<file path="src/rtl/kbd_pkg.sv">
// kbd_pkg: shared types, constants and slot-set helpers for the
// keycode event decoder (eight 8-bit HID slots per snapshot).
package kbd_pkg;

    localparam int NUM_SLOTS = 8;

    typedef logic [7:0] keycode_t;
    typedef keycode_t [NUM_SLOTS-1:0] keyset_t;

    typedef struct packed {
        keycode_t code;
        logic     press;
    } kbd_event_t;

    localparam keycode_t KC_NONE         = 8'h00;
    localparam keycode_t KC_ERR_ROLLOVER = 8'h01;
    localparam keycode_t KC_POST_FAIL    = 8'h02;
    localparam keycode_t KC_ERR_UNDEF    = 8'h03;

    typedef enum logic [1:0] {
        ST_IDLE     = 2'd0,
        ST_SCAN_REL = 2'd1,
        ST_SCAN_PRS = 2'd2,
        ST_COMMIT   = 2'd3
    } kbd_state_e;

    // True when key k sits in any slot of s.
    function automatic logic in_set(input keyset_t s, input keycode_t k);
        logic r;
        r = 1'b0;
        for (int j = 0; j < NUM_SLOTS; j++)
            if (s[j] == k) r = 1'b1;
        return r;
    endfunction

    // True when slot i repeats a key already seen in a lower slot.
    function automatic logic dup_below(input keyset_t s, input logic [2:0] i);
        logic r;
        r = 1'b0;
        for (int j = 0; j < NUM_SLOTS; j++)
            if (j < int'(i) && s[j] == s[i]) r = 1'b1;
        return r;
    endfunction

    function automatic logic has_err(input keyset_t s);
        logic r;
        r = 1'b0;
        for (int j = 0; j < NUM_SLOTS; j++)
            if (s[j] == KC_ERR_ROLLOVER || s[j] == KC_POST_FAIL ||
                s[j] == KC_ERR_UNDEF)
                r = 1'b1;
        return r;
    endfunction

    function automatic logic [3:0] count_distinct(input keyset_t s);
        logic [3:0] n;
        n = 4'd0;
        for (int j = 0; j < NUM_SLOTS; j++)
            if (s[j] != KC_NONE && !dup_below(s, 3'(j)))
                n = n + 4'd1;
        return n;
    endfunction

endpackage

</file>
<file path="src/rtl/kbd_event_fifo.sv">
// kbd_event_fifo: synchronous FIFO of press/release events.
// Ports: clk, reset (async high); i_push/i_code/i_press in, o_full;
// i_pop, o_empty, o_code/o_press = head entry (held until popped).
module kbd_event_fifo
    import kbd_pkg::*;
#(
    parameter int DEPTH = 8
) (
    input  logic       clk,
    input  logic       reset,
    input  logic       i_push,
    input  logic [7:0] i_code,
    input  logic       i_press,
    output logic       o_full,
    input  logic       i_pop,
    output logic       o_empty,
    output logic [7:0] o_code,
    output logic       o_press
);
    localparam int          AW       = $clog2(DEPTH);
    localparam logic [AW:0] FULL_CNT = (AW+1)'(DEPTH);

    kbd_event_t    r_mem [DEPTH];
    logic [AW-1:0] r_wr;
    logic [AW-1:0] r_rd;
    logic [AW:0]   r_cnt;
    logic          w_pop;
    logic          w_push;
    kbd_event_t    w_head;

    assign o_empty = (r_cnt == '0);
    assign o_full  = (r_cnt == FULL_CNT);
    assign w_pop   = i_pop && !o_empty;
    // A pop frees the slot this cycle, so a push into a full FIFO is kept.
    assign w_push  = i_push && (!o_full || w_pop);
    assign w_head  = r_mem[r_rd];
    assign o_code  = w_head.code;
    assign o_press = w_head.press;

    always_ff @(posedge clk or posedge reset) begin
        if (reset) begin
            r_wr  <= '0;
            r_rd  <= '0;
            r_cnt <= '0;
            for (int k = 0; k < DEPTH; k++)
                r_mem[k] <= '0;
        end else begin
            if (w_push) begin
                r_mem[r_wr] <= '{code: i_code, press: i_press};
                r_wr        <= r_wr + AW'(1);
            end
            if (w_pop)
                r_rd <= r_rd + AW'(1);
            if (w_push && !w_pop)
                r_cnt <= r_cnt + (AW+1)'(1);
            else if (w_pop && !w_push)
                r_cnt <= r_cnt - (AW+1)'(1);
        end
    end

endmodule

</file>
<file path="src/rtl/keycode_event_decoder.sv">
// keycode_event_decoder: turns debounced HID keycode snapshots into an
// ordered release-then-press event stream.
// Ports: clk, reset (async high); keycode0/1 = slots 0..7;
// evt_valid/evt_ready/evt_code/evt_press = event stream;
// held_count, overflow (sticky, clear_overflow), err_rollover pulse.
module keycode_event_decoder
    import kbd_pkg::*;
#(
    parameter int FIFO_DEPTH    = 8,
    parameter int STABLE_CYCLES = 4
) (
    input  logic        clk,
    input  logic        reset,
    input  logic [31:0] keycode0,
    input  logic [31:0] keycode1,
    output logic        evt_valid,
    input  logic        evt_ready,
    output logic [7:0]  evt_code,
    output logic        evt_press,
    output logic [3:0]  held_count,
    output logic        overflow,
    input  logic        clear_overflow,
    output logic        err_rollover
);
    localparam logic [7:0] STAB_MAX = 8'(STABLE_CYCLES - 1);

    keyset_t    w_sample;
    keyset_t    r_raw;
    keyset_t    r_cur;
    keyset_t    r_prev;
    logic [7:0] r_stab;
    logic       r_err_seen;
    logic       r_err;
    logic       r_ovf;
    logic [2:0] r_idx;
    logic [3:0] r_held;
    kbd_state_e r_state;
    kbd_state_e w_next;
    logic       w_changed;
    logic       w_stable;
    logic       w_start;
    logic       w_err_hit;
    logic       w_go;
    keyset_t    w_scan_a;
    keyset_t    w_scan_b;
    keycode_t   w_key;
    logic       w_push;
    logic       w_press;
    logic       w_pop;
    logic       w_full;
    logic       w_empty;
    logic       w_drop;

    assign w_sample  = {keycode1, keycode0};
    assign w_changed = (w_sample != r_raw);
    assign w_stable  = (r_stab == STAB_MAX);
    // r_err_seen keeps one bad snapshot from pulsing every cycle.
    assign w_start   = (r_state == ST_IDLE) && w_stable &&
                       (r_raw != r_prev) && !r_err_seen;
    assign w_err_hit = w_start && has_err(r_raw);
    assign w_go      = w_start && !has_err(r_raw);

    always_ff @(posedge clk or posedge reset) begin
        if (reset) begin
            r_raw      <= '0;
            r_stab     <= '0;
            r_err_seen <= 1'b0;
            r_err      <= 1'b0;
        end else begin
            r_raw <= w_sample;
            r_err <= w_err_hit;
            if (w_changed) begin
                r_stab     <= '0;
                r_err_seen <= 1'b0;
            end else begin
                if (r_stab != STAB_MAX)
                    r_stab <= r_stab + 8'd1;
                if (w_err_hit)
                    r_err_seen <= 1'b1;
            end
        end
    end

    always_ff @(posedge clk or posedge reset) begin
        if (reset)
            r_state <= ST_IDLE;
        else
            r_state <= w_next;
    end

    always_comb begin
        w_next = r_state;
        unique case (r_state)
            ST_IDLE:     if (w_go) w_next = ST_SCAN_REL;
            ST_SCAN_REL: if (r_idx == 3'd7) w_next = ST_SCAN_PRS;
            ST_SCAN_PRS: if (r_idx == 3'd7) w_next = ST_COMMIT;
            ST_COMMIT:   w_next = ST_IDLE;
            default:     w_next = ST_IDLE;
        endcase
    end

    // Release phase walks prev against cur; press phase the reverse.
    always_comb begin
        w_scan_a = r_prev;
        w_scan_b = r_cur;
        w_press  = 1'b0;
        if (r_state == ST_SCAN_PRS) begin
            w_scan_a = r_cur;
            w_scan_b = r_prev;
            w_press  = 1'b1;
        end
        w_key  = w_scan_a[r_idx];
        w_push = (r_state == ST_SCAN_REL || r_state == ST_SCAN_PRS) &&
                 (w_key != KC_NONE) && !in_set(w_scan_b, w_key) &&
                 !dup_below(w_scan_a, r_idx);
    end

    always_ff @(posedge clk or posedge reset) begin
        if (reset) begin
            r_cur  <= '0;
            r_prev <= '0;
            r_idx  <= '0;
            r_held <= '0;
        end else begin
            if (w_go) begin
                r_cur <= r_raw;
                r_idx <= '0;
            end
            if (r_state == ST_SCAN_REL || r_state == ST_SCAN_PRS)
                r_idx <= r_idx + 3'd1;
            if (r_state == ST_COMMIT) begin
                r_prev <= r_cur;
                r_held <= count_distinct(r_cur);
            end
        end
    end

    assign evt_valid = !w_empty;
    assign w_pop     = evt_valid && evt_ready;
    assign w_drop    = w_push && w_full && !w_pop;

    always_ff @(posedge clk or posedge reset) begin
        if (reset)
            r_ovf <= 1'b0;
        else if (w_drop)
            r_ovf <= 1'b1;
        else if (clear_overflow)
            r_ovf <= 1'b0;
    end

    kbd_event_fifo #(
        .DEPTH (FIFO_DEPTH)
    ) u_fifo (
        .clk     (clk),
        .reset   (reset),
        .i_push  (w_push),
        .i_code  (w_key),
        .i_press (w_press),
        .o_full  (w_full),
        .i_pop   (w_pop),
        .o_empty (w_empty),
        .o_code  (evt_code),
        .o_press (evt_press)
    );

    assign held_count   = r_held;
    assign overflow     = r_ovf;
    assign err_rollover = r_err;

endmodule

</file>
<file path="config.mk">
export PLATFORM = sky130hd
export DESIGN_NAME = keycode_event_decoder
export DESIGN_NICKNAME = d
export VERILOG_FILES = /design/src/rtl/kbd_pkg.sv /design/src/rtl/kbd_event_fifo.sv /design/src/rtl/keycode_event_decoder.sv
export SDC_FILE = /design/constraint.sdc
export NUM_CORES = 1
export LEC_CHECK = 0
export CAP_MARGIN = 20
export CORE_MARGIN = 3
export CORE_UTILIZATION = 35
export DETAILED_ROUTE_END_ITERATION = 8
export PLACE_DENSITY_LB_ADDON = 0.1
export SLEW_MARGIN = 0
export SYNTH_ARGS = -nofsm -noshare
export SYNTH_HDL_FRONTEND = slang
export SYNTH_SLANG_ARGS = --single-unit
</file>
<file path="constraint.sdc">
create_clock -name clk -period 24.6 [get_ports clk]
set_clock_uncertainty 0.05 [all_clocks]
set_input_delay 2.46 -clock clk [delete_from_list [all_inputs] [get_ports clk]]
set_output_delay 2.46 -clock clk [all_outputs]
set_load 0.01 [all_outputs]
</file>
==> results of run 1 <==
[final timing paths]
check,startpoint,endpoint,slack (ps),cells past startpoint
max in group asynchronous,reset,r_raw[20],19960,4
max reg2reg,r_state[0],u_fifo.r_cnt[3],17830,20
min reg2reg,u_fifo.r_mem[10],u_fifo.r_mem[10],430,1
min in group asynchronous,reset,r_state[1],2420,2
min,u_fifo.r_mem[10],u_fifo.r_mem[10],430,1
max,r_state[0],u_fifo.r_cnt[3],17830,20
[worst reg2reg max path, stage by stage, from the launching register on]
cell and delay, ps:
dfrtp_1 430, inv_1 200, ha_4 580, buf_4 630, mux2_2 450, a222oi_1 570, nand4_2 850, xnor2_1 450
o211ai_1 130, nor4_1 380, a31oi_1 90, o2111a_1 290, and4bb_4 280, ha_1 260, inv_1 110, ha_1 240
a21o_1 160, a21oi_1 160, xnor2_1 140, nor2_1 70, xor2_1 140
[through the flow]
step / util / std cells
after floorplan: - / 1748
after CTS: 0.407 / 2562
after global routing: 0.407 / 2563
after global placement: 0.384 / 2496
final: 0.407 / 2563
after detailed placement: 0.384 / 2497
[registers in the layout, summed over array words and instances, names as in the netlist]
signal,count
u_fifo.r_mem,72
r_cur,64
r_prev,64
r_raw,64
r_stab,8
held_count,4
u_fifo.r_cnt,4
r_idx,3
u_fifo.r_rd,3
u_fifo.r_wr,3
r_state,2
err_rollover,1
overflow,1
r_err_seen,1
[synthesized netlist by cell type, types with 43 or more instances]
cell	count	area share
dfrtp_1	294	0.37
xnor2_1	286	0.13
xor2_1	199	0.089
mux2_2	170	0.097
mux2i_1	115	0.059
nor4_1	83	0.026
nand4_1	58	0.018
clkbuf_1	53	0.010
buf_1	51	0.0097
mux2_1	49	0.028
nor2_1	45	0.0086
nand2_1	43	0.0082
[placed cells by master, fill, tap and decap left out, types with 5 or more instances in the layout]
cell type and count:
dfrtp_1 294, xnor2_1 286, xor2_1 199, mux2_2 170, mux2i_1 115, nor4_1 83
clkdlybuf4s50_1 83, nand4_1 58, buf_4 53, mux2_1 49, nor2_1 44, nand2_1 43
clkbuf_16 36, mux4_2 21, mux2_4 19, nor3_1 18, nand3_1 18, ha_1 17
a21oi_1 14, o21ai_0 13, clkbuf_8 11, o211ai_1 10, or4_1 10, inv_1 10
and3_1 7, a22oi_1 6, nand2b_1 5, a22o_1 5, a21o_1 5, clkinv_2 5
[power breakdown]
part	internal (mW)	switching (mW)	total, mW
Sequential	0.489	0.0128	0.502
Combinational	0.0196	0.0209	0.0406
Clock	0.329	0.227	0.556
Total	0.837	0.261	1.10
[cell type report]
cell class,count,share of cell area
Clock buffer,51,0.0474
Clock inverter,14,0.00823
Inverter,12,0.00233
Multi-Input combinational cell,1306,0.518
Sequential cell,294,0.327
Tap cell,748,0.0416
Timing Repair Buffer,138,0.0555
[per-layer routing]
| metal | track usage | up-vias |
|---|---|---|
| met5 | 0 | - |
| met4 | 0.0842 | 2 |
| met3 | 0.0333 | 124 |
| met2 | 0.385 | 495 |
| met1 | 0.327 | 7250 |
| li1 | - | 6301 |
[logic make-up (layout without fill, tap and decap cells)]
kind of cell | count (synthesis) | in the layout | synth area share
XOR/XNOR | 486 | 486 | 0.217
multiplexers | 374 | 374 | 0.223
AND/OR/NAND/NOR | 325 | 325 | 0.0994
flip-flops | 294 | 294 | 0.375
buffers and inverters | 148 | 215 | 0.0343
AO/OA/AOI/OAI | 100 | 100 | 0.0379
adder cells (fa/ha/maj) | 21 | 21 | 0.0138
==> results by group, run 1 <==
Timing
  • Hold_ws: 431 ps
  • Fin. Hold Viols: 0
  • Finish-stage setup viols: 0
  • Slew @ Worst Pin: 1010 ps
  • Max Clk Rate: around 150 MHz
  • Fin. max-slew vios: 0
  • RSZ-0062 raised after global routing: false
  • Fin crit share: 0.275
  • Min Tclk post-route: around 6800 ps
  • Worst slew margin: 0.324
  • Final TNS setup: 0 ps
  • Fin worst setup slack: about 18000 ps

Routing
  • Vias: 14200
  • DRC: 0
  • Met1 Wirelength: 31600 um
  • Routed wl met2: 33000 um
  • WL/cell: about 28 um
  • Total wire length after detailed routing: 70900 um
  • DR WL met3: 3800 um
  • Antenna Nets Post-Route: 0
  • Via density: around 5.5
  • DRT iter0 DRCs: 1205
  • DR top layer: met5
  • 1st-pass router iterations: 5

Clocking
  • Clock buffer depth: 3
  • TritonCTS clock tree: yes
  • Clock Latency Late Sink: 580 ps
  • Hold-fix buffers, CTS: 0
  • Root Buffer: clkbuf_16
  • Post-CTS Repair Setup Buffers: 0
  • Num Clock Sinks: 294
  • CTS buffer count: 36
  • Reg clk slew, reported paths: 60 ps
  • Htree depth: 2
  • Resized cells post-CTS: 0

Finish
  • Area of the multi-input gates: 11700 um^2
  • Post-route cell area: approximately 23000 um^2
  • Fillcell total: 5367
  • ANT cells: 0
  • FF/Latch Area: ~7400 um^2
  • Area Overhead vs Synth: 14.6%
  • Nets: 1877
  • Share of cells above drive strength 1: 0.193

Worst setup path
  • Crit-path cells: inv_1 > ha_4 > buf_4 > mux2_2 > a222oi_1 > nand4_2 > xnor2_1 > o211ai_1 > nor4_1 > a31oi_1 > o2111a_1 > and4bb_4 > ha_1 > inv_1 > ha_1 > a21o_1 > a21oi_1 > xnor2_1 > nor2_1 > xor2_1
  • WS Path Type: flip-flop to flip-flop
  • Critical path's slowest cell: nand4_2
  • CP top delay family: simple AND/OR/NAND/NOR gates
  • CP max stage delay: 850 ps
  • Critical path buffer and inverter count: 3
  • Worst setup EP type: flip-flop
  • Startpoint Class: flip-flop
  • Worst EP required: about 25000 ps
  • Worst EP arrival: slightly above 7000 ps
  • CP max FO: 42

Global route
  • Largest net degree at the start of global routing: 115
  • Total track usage: 0.238
  • First-pass GRT wire length: 103000 um
  • Initial antenna violation count: 3
  • Vias in the first global route: 14600
  • GR Overflow Total: 0

Floorplanning
  • Die area: 59000 um^2
  • DIE HEIGHT: 243 um
  • Initial cell density of the core: 0.355
  • Die width: 243 um
  • IO Count: 84
  • Core box area: roughly 55000 um^2
  • Site row count: 86

Synth
  • Synth Area per Inst: ~11 um^2
  • EDFF count, synth: 0
  • #FFs+latches synth: 294
  • Syn Nets: 1837
  • Most used DFF post-synth: dfrtp_1
  • Post-synthesis instance area: 19600 um^2
  • Async S/R FF share, synth: 1.00
  • Count of cell types in the netlist: 79
  • Yosys warning total: 0
  • Sequential fraction of the synthesis area: 0.375
  • Post-Syn Instances: 1748

Power
  • Static leakage: around 10 nW
  • Worst vdd ir: 0.0000427 V
  • Pwr/cell area: 48.8 nW/um^2
  • Tot Pwr: about 1.1 mW

Place
  • Port buffer count: 83
  • Final Wtd Congestion: 0.936
  • DP Area: 21200 um^2
  • Dpl ws: approximately 18000 ps
  • DP HPWL: 51000 um

Hold path
  • Hold crit path type: flip-flop to flip-flop

Status
  • Status: finished clean

Flow run
  • Maxcap violations: 0
Note: power is estimated with default switching activity, not from simulation.
==> inputs of run 2 (changes only) <==
Clock period 24.6 ns to 6.6 ns, I/O delays scaled along.
==> results by group, run 2 (synthesized netlist as in run 1, its figures left out) <==
Timing
  • Max Clk Rate: 175 MHz (+19%)
  • Worst slew margin: 0.263 (-0.0609)
  • Hold_ws: 393 ps (-38.2 ps)
  • Min Tclk post-route: 5700 ps (-1070 ps)
  • Finish-stage setup viols: 0 (unchanged)
  • Fin. max-slew vios: 0 (unchanged)
  • Slew @ Worst Pin: 1110 ps (+93.5 ps)
  • Final TNS setup: 0 ps (unchanged)
  • Fin worst setup slack: 898 ps (-16930 ps)
  • RSZ-0062 raised after global routing: false
  • Fin crit share: 0.864 (+0.589)
  • Fin. Hold Viols: 0 (unchanged)

Finish
  • Finished Layout Cells: 2594 (+1.2%)
  • Number of flip-flops in the largest register: 72 (unchanged)
  • ANT cells: 0 (unchanged)
  • Nets: 1906 (+1.5%)
  • Fillcell total: 5421 (+1.0%)
  • Largest Register: u_fifo.r_mem
  • Commonest cells after routing, fill and taps aside: dfrtp_1, xnor2_1, xor2_1, mux2_2, mux2i_1
  • Commonest non-fill, non-tap cell in the layout: dfrtp_1
  • Share of cells above drive strength 1: 0.204 (+0.0114)
  • Area Overhead vs Synth: 16.0%

Global route
  • Met2 Use GR: 0.391 (+0.00629)
  • Largest net degree at the start of global routing: 179 (+56%)
  • Most heavily used metal layer in global routing: met2
  • GR Overflow Total: 0 (unchanged)
  • Met1 GRT Util: 0.338 (+0.0113)
  • Met3 usage: 0.0333 (unchanged)
  • Total track usage: 0.243 (+0.00526)
  • First-pass GRT wire length: 106000 um (+2.2%)
  • Initial antenna violation count: 0 (-3)
  • Vias in the first global route: 14800 (+1.4%)

Routing
  • Total wire length after detailed routing: 72700 um (+2.5%)
  • WL/cell: 28.0 um (+1.3%)
  • Antenna Nets Post-Route: 0 (unchanged)
  • DRT iter0 DRCs: 1127 (-6.5%)
  • DRC: 0 (unchanged)
  • 1st-pass router iterations: 5 (unchanged)
  • Via density: 5.59 (+1.1%)
  • Vias: 14500 (+2.3%)

Place
  • Placed cells: 2525 (+1.1%)
  • Port buffer count: 83 (unchanged)
  • Dpl ws: 893 ps (-16950 ps)
  • DP HPWL: 53100 um (+4.1%)
  • Final Wtd Congestion: 0.918 (-2.0%)

Flow run
  • Maxcap violations: 0 (unchanged)

Worst setup path
  • Worst setup EP type: flip-flop
  • Critical path's slowest cell: a2111oi_1
  • CP max stage delay: 760 ps (-90 ps)
  • Crit-path cells: inv_1 > ha_4 > buf_12 > mux2_2 > a2111oi_1 > nor3_4 > buf_4 > xnor2_1 > nor4_1 > a31oi_1 > o2111a_1 > and4bb_4 > ha_1 > inv_1 > ha_1 > a21o_1 > a21oi_1 > xnor2_1 > nor2_1 > xor2_1
  • CP max FO: 41 (-2.4%)
  • Worst EP required: 6990 ps (-17990 ps)
  • Startpoint Class: flip-flop
  • Worst EP arrival: 6090 ps (-1060 ps)
  • WS Path Type: flip-flop to flip-flop
  • Critical path buffer and inverter count: 4 (+1)
  • CP top delay family: compound AO/OA/AOI/OAI gates

Clocking
  • CTS buffer count: 38 (+5.6%)
  • Clock Latency Late Sink: 570 ps (about the same)
  • Resized cells post-CTS: 0 (unchanged)
  • Num Clock Sinks: 294 (unchanged)
  • Hold-fix buffers, CTS: 0 (unchanged)
  • Root Buffer: clkbuf_16
  • Post-CTS Repair Setup Buffers: 0 (unchanged)
  • Clock buffer depth: 3 (unchanged)
  • Htree depth: 2 (unchanged)
  • Reg clk slew, reported paths: 60 ps (about the same)
  • TritonCTS clock tree: yes

Floorplanning
  • Site row count: 86 (unchanged)
  • Initial cell density of the core: 0.355 (unchanged)
  • IO Count: 84 (unchanged)
  • Die width: 243 um (unchanged)
  • DIE HEIGHT: 243 um (unchanged)
  • Core box area: 55300 um^2 (unchanged)
  • Die area: 59000 um^2 (unchanged)

Power
  • Tot Pwr: 4.14 mW (+280%)
  • Pwr/cell area: 182 nW/um^2 (+270%)
  • Static leakage: 10.2 nW (+1.6%)
  • Worst vdd ir: 0.000144 V (+240%)

Status
  • Status: finished clean

Hold path
  • Hold crit path type: input port to async pin
-- run 2: changes by cell type in the layout (fill, tap and decap cells not counted), sizes merged --
cell,delta
clkbuf,+2
bufinv,+1
inv,-4
clkinv,+3
clkinvlp,+2
buf,+27
-- run 2: through the flow --
step	util	instance area (um^2)
floorplan	-	19600
global placement	0.389	21500
detailed placement	0.389	21500
CTS	0.412	22800
global route	0.412	22800
finish	0.412	22800
-- run 2: routing by layer --
layer	vias to the layer above	wire, um
met5	-	0
met4	0	2320
met3	124	4580
met2	554	33600
met1	7467	32200
li1	6355	-
-- run 2: layout make-up --
class                           instances  area (um^2)  area share
Inverter                               12         48.8     0.00214
Multi-Input combinational cell       1306        11700       0.512
Clock buffer                           53         1080      0.0473
Tap cell                              748          936      0.0411
Clock inverter                         16          211     0.00928
Timing Repair Buffer                  165         1480      0.0651
Sequential cell                       294         7360       0.323
-- run 2: power by group --
part           total, mW  internal (mW)  switching [mW]
clock network       2.11           1.27           0.840
registers           1.87           1.82          0.0487
logic              0.153         0.0743          0.0786
-- run 2: worst reg2reg max path, cell delays in order, from the launching register on --
cell and delay (ps):
dfrtp_1 440, inv_1 210, ha_4 350, buf_12 300, mux2_2 410, a2111oi_1 760, nor3_4 250, buf_4 260
xnor2_1 130, nor4_1 410, a31oi_1 170, o2111a_1 280, and4bb_4 280, ha_1 260, inv_1 110, ha_1 240
a21o_1 150, a21oi_1 180, xnor2_1 140, nor2_1 60, xor2_1 140
-- run 2: path summary, 6_finish.rpt --
| kind | start | end | slack, ps | cells after the start |
|---|---|---|---|---|
| worst min-delay path | reset | r_prev[47] | 390 | 2 |
| worst max-delay path | r_state[0] | u_fifo.r_cnt[3] | 900 | 20 |
| worst max register to register | r_state[0] | u_fifo.r_cnt[3] | 900 | 20 |
| min in group clk | u_fifo.r_mem[14] | u_fifo.r_mem[14] | 430 | 1 |
| worst min register to register | u_fifo.r_mem[14] | u_fifo.r_mem[14] | 430 | 1 |
| max in group asynchronous | reset | r_raw[54] | 4780 | 3 |
==> inputs of run 3 (changes only) <==
Settings changed: CORE_MARGIN 3 to unset.
==> results by group, run 3 (synthesized netlist as in run 1, its figures left out) <==
Status
  • Status: finished clean

Routing
  • Antenna Nets Post-Route: 0 (unchanged)
  • Via density: 5.59 (about the same)
  • Vias: 14400 (-0.54%)
  • 1st-pass router iterations: 5 (unchanged)
  • DRC: 0 (unchanged)
  • WL/cell: 28.3 um (+1.0%)
  • DRT iter0 DRCs: 1334 (+18%)
  • Total wire length after detailed routing: 73000 um (+0.41%)

Clocking
  • Htree depth: 2 (unchanged)
  • Post-CTS Repair Setup Buffers: 0 (unchanged)
  • CTS buffer count: 37 (-2.6%)
  • Num Clock Sinks: 294 (unchanged)
  • Resized cells post-CTS: 0 (unchanged)
  • Root Buffer: clkbuf_16
  • Hold-fix buffers, CTS: 0 (unchanged)
  • TritonCTS clock tree: yes
  • Clock buffer depth: 3 (unchanged)
  • Clock Latency Late Sink: 570 ps (about the same)
  • Reg clk slew, reported paths: 60 ps (about the same)

Global route
  • Total track usage: 0.258 (+0.0149)
  • Vias in the first global route: 14800 (+0.23%)
  • Initial antenna violation count: 2 (+2)
  • First-pass GRT wire length: 106000 um (+0.33%)
  • Largest net degree at the start of global routing: 169 (-5.6%)
  • GR Overflow Total: 0 (unchanged)

Worst setup path
  • Setup crit start: r_state[0]
  • Worst EP arrival: 6200 ps (+110 ps)
  • Critical path's slowest cell: nor3_4
  • Worst setup EP type: flip-flop
  • Startpoint Class: flip-flop
  • CP max stage delay: 740 ps (-20 ps)
  • Reg-to-Reg Start: r_state[0]
  • Crit-path cells: inv_1 > ha_4 > buf_4 > mux2i_1 > nand3_1 > nand2_1 > nor3_4 > buf_4 > xnor2_1 > nor4_1 > a31oi_1 > o2111a_1 > and4bb_4 > ha_1 > inv_1 > ha_1 > a21o_1 > a21oi_1 > xnor2_1 > nor2_1 > xor2_1
  • WS Path Type: flip-flop to flip-flop
  • CP top delay family: simple AND/OR/NAND/NOR gates
  • Critical path buffer and inverter count: 4 (unchanged)
  • CP max FO: 37 (-9.8%)
  • Worst EP required: 6990 ps (about the same)

Finish
  • Post-layout util: 0.408 (-0.00342)
  • Post-route cell area: 22600 um^2 (-0.83%)
  • Number of flip-flops in the largest register: 72 (unchanged)
  • Share of cells above drive strength 1: 0.196 (-0.00794)
  • Commonest cells after routing, fill and taps aside: dfrtp_1, xnor2_1, xor2_1, mux2_2, mux2i_1
  • Largest Register: u_fifo.r_mem
  • Commonest non-fill, non-tap cell in the layout: dfrtp_1
  • Fillcell total: 5417 (-0.074%)
  • Area Overhead vs Synth: 15.0%
  • Finished Layout Cells: 2578 (-0.62%)
  • Nets: 1894 (-0.63%)

Timing
  • Max Clk Rate: 172 MHz (-1.9%)
  • Fin. Hold Viols: 0 (unchanged)
  • Min Tclk post-route: 5810 ps (+110 ps)
  • Final TNS setup: 0 ps (unchanged)
  • Worst slew margin: 0.307 (+0.0437)
  • Fin crit share: 0.881 (+0.0167)
  • Finish-stage setup viols: 0 (unchanged)
  • Fin worst setup slack: 788 ps (-110 ps)
  • Fin. max-slew vios: 0 (unchanged)
  • Slew @ Worst Pin: 1030 ps (-73.5 ps)
  • RSZ-0062 raised after global routing: false
  • Hold_ws: 424 ps (+31.6 ps)

Floorplanning
  • Die area: 57100 um^2 (-3.3%)
  • IO Count: 84 (unchanged)
  • DIE HEIGHT: 239 um (-1.6%)
  • Site row count: 86 (unchanged)
  • Core box area: 55300 um^2 (unchanged)
  • Die width: 239 um (-1.6%)
  • Initial cell density of the core: 0.355 (unchanged)

Place
  • Dpl ws: 853 ps (-40.4 ps)
  • Placed cells: 2514 (-0.44%)
  • DP HPWL: 53100 um (about the same)
  • Port buffer count: 83 (unchanged)
  • Final Wtd Congestion: 0.938 (+2.2%)
  • DP Area: 21400 um^2 (-0.44%)

Power
  • Static leakage: 10.1 nW (-1.1%)
  • Worst vdd ir: 0.000146 V (+0.93%)
  • Tot Pwr: 4.02 mW (-2.7%)
  • Pwr/cell area: 178 nW/um^2 (-1.9%)

Hold path
  • Hold crit path type: input port to async pin

Flow run
  • Maxcap violations: 0 (unchanged)
[run 3: changes by cell type in the layout (fill, tap and decap cells not counted), sizes merged]
| cell | previous run | this run |
|---|---|---|
| clkinv | 10 | 8 |
| diode | 0 | 1 |
| clkinvlp | 3 | 1 |
| buf | 82 | 71 |
| bufinv | 3 | 1 |
[run 3: per-layer routing]
layer | share of wire | routed length, um | up-vias | GRT usage
li1 | - | - | 6332 | -
met1 | 0.44 | 32200 | 7424 | 0.353
met2 | 0.46 | 33600 | 557 | 0.413
met3 | 0.063 | 4600 | 108 | 0.0411
met4 | 0.035 | 2530 | 0 | 0.0876
met5 | 0 | 0 | - | 0
[run 3: report_power, final]
part	total, mW	switching (mW)	internal (mW)
registers	1.87	0.0473	1.82
logic	0.153	0.0786	0.0743
clock network	2.00	0.838	1.16
total	4.02	0.964	3.06
[run 3: worst paths after layout]
check | to | slack [ps] | depth (start not counted)
min | r_state[0] | 420 | 2
min reg2reg | u_fifo.r_mem[15] | 430 | 1
max reg2reg | u_fifo.r_cnt[3] | 790 | 21
max | u_fifo.r_cnt[3] | 790 | 21
min in group clk | u_fifo.r_mem[15] | 430 | 1
max in group asynchronous | r_cur[5] | 4780 | 3
[run 3: cell type report]
class	count	area [um^2]	area share
multi-input cells	1306	11700	0.516
inverters	12	48.8	0.00216
flip-flops and latches	294	7360	0.326
repair buffers	154	1390	0.0615
diodes	1	2.50	0.000111
clock buffers	53	1060	0.0467
well taps	748	936	0.0414
clock inverters	10	136	0.00604
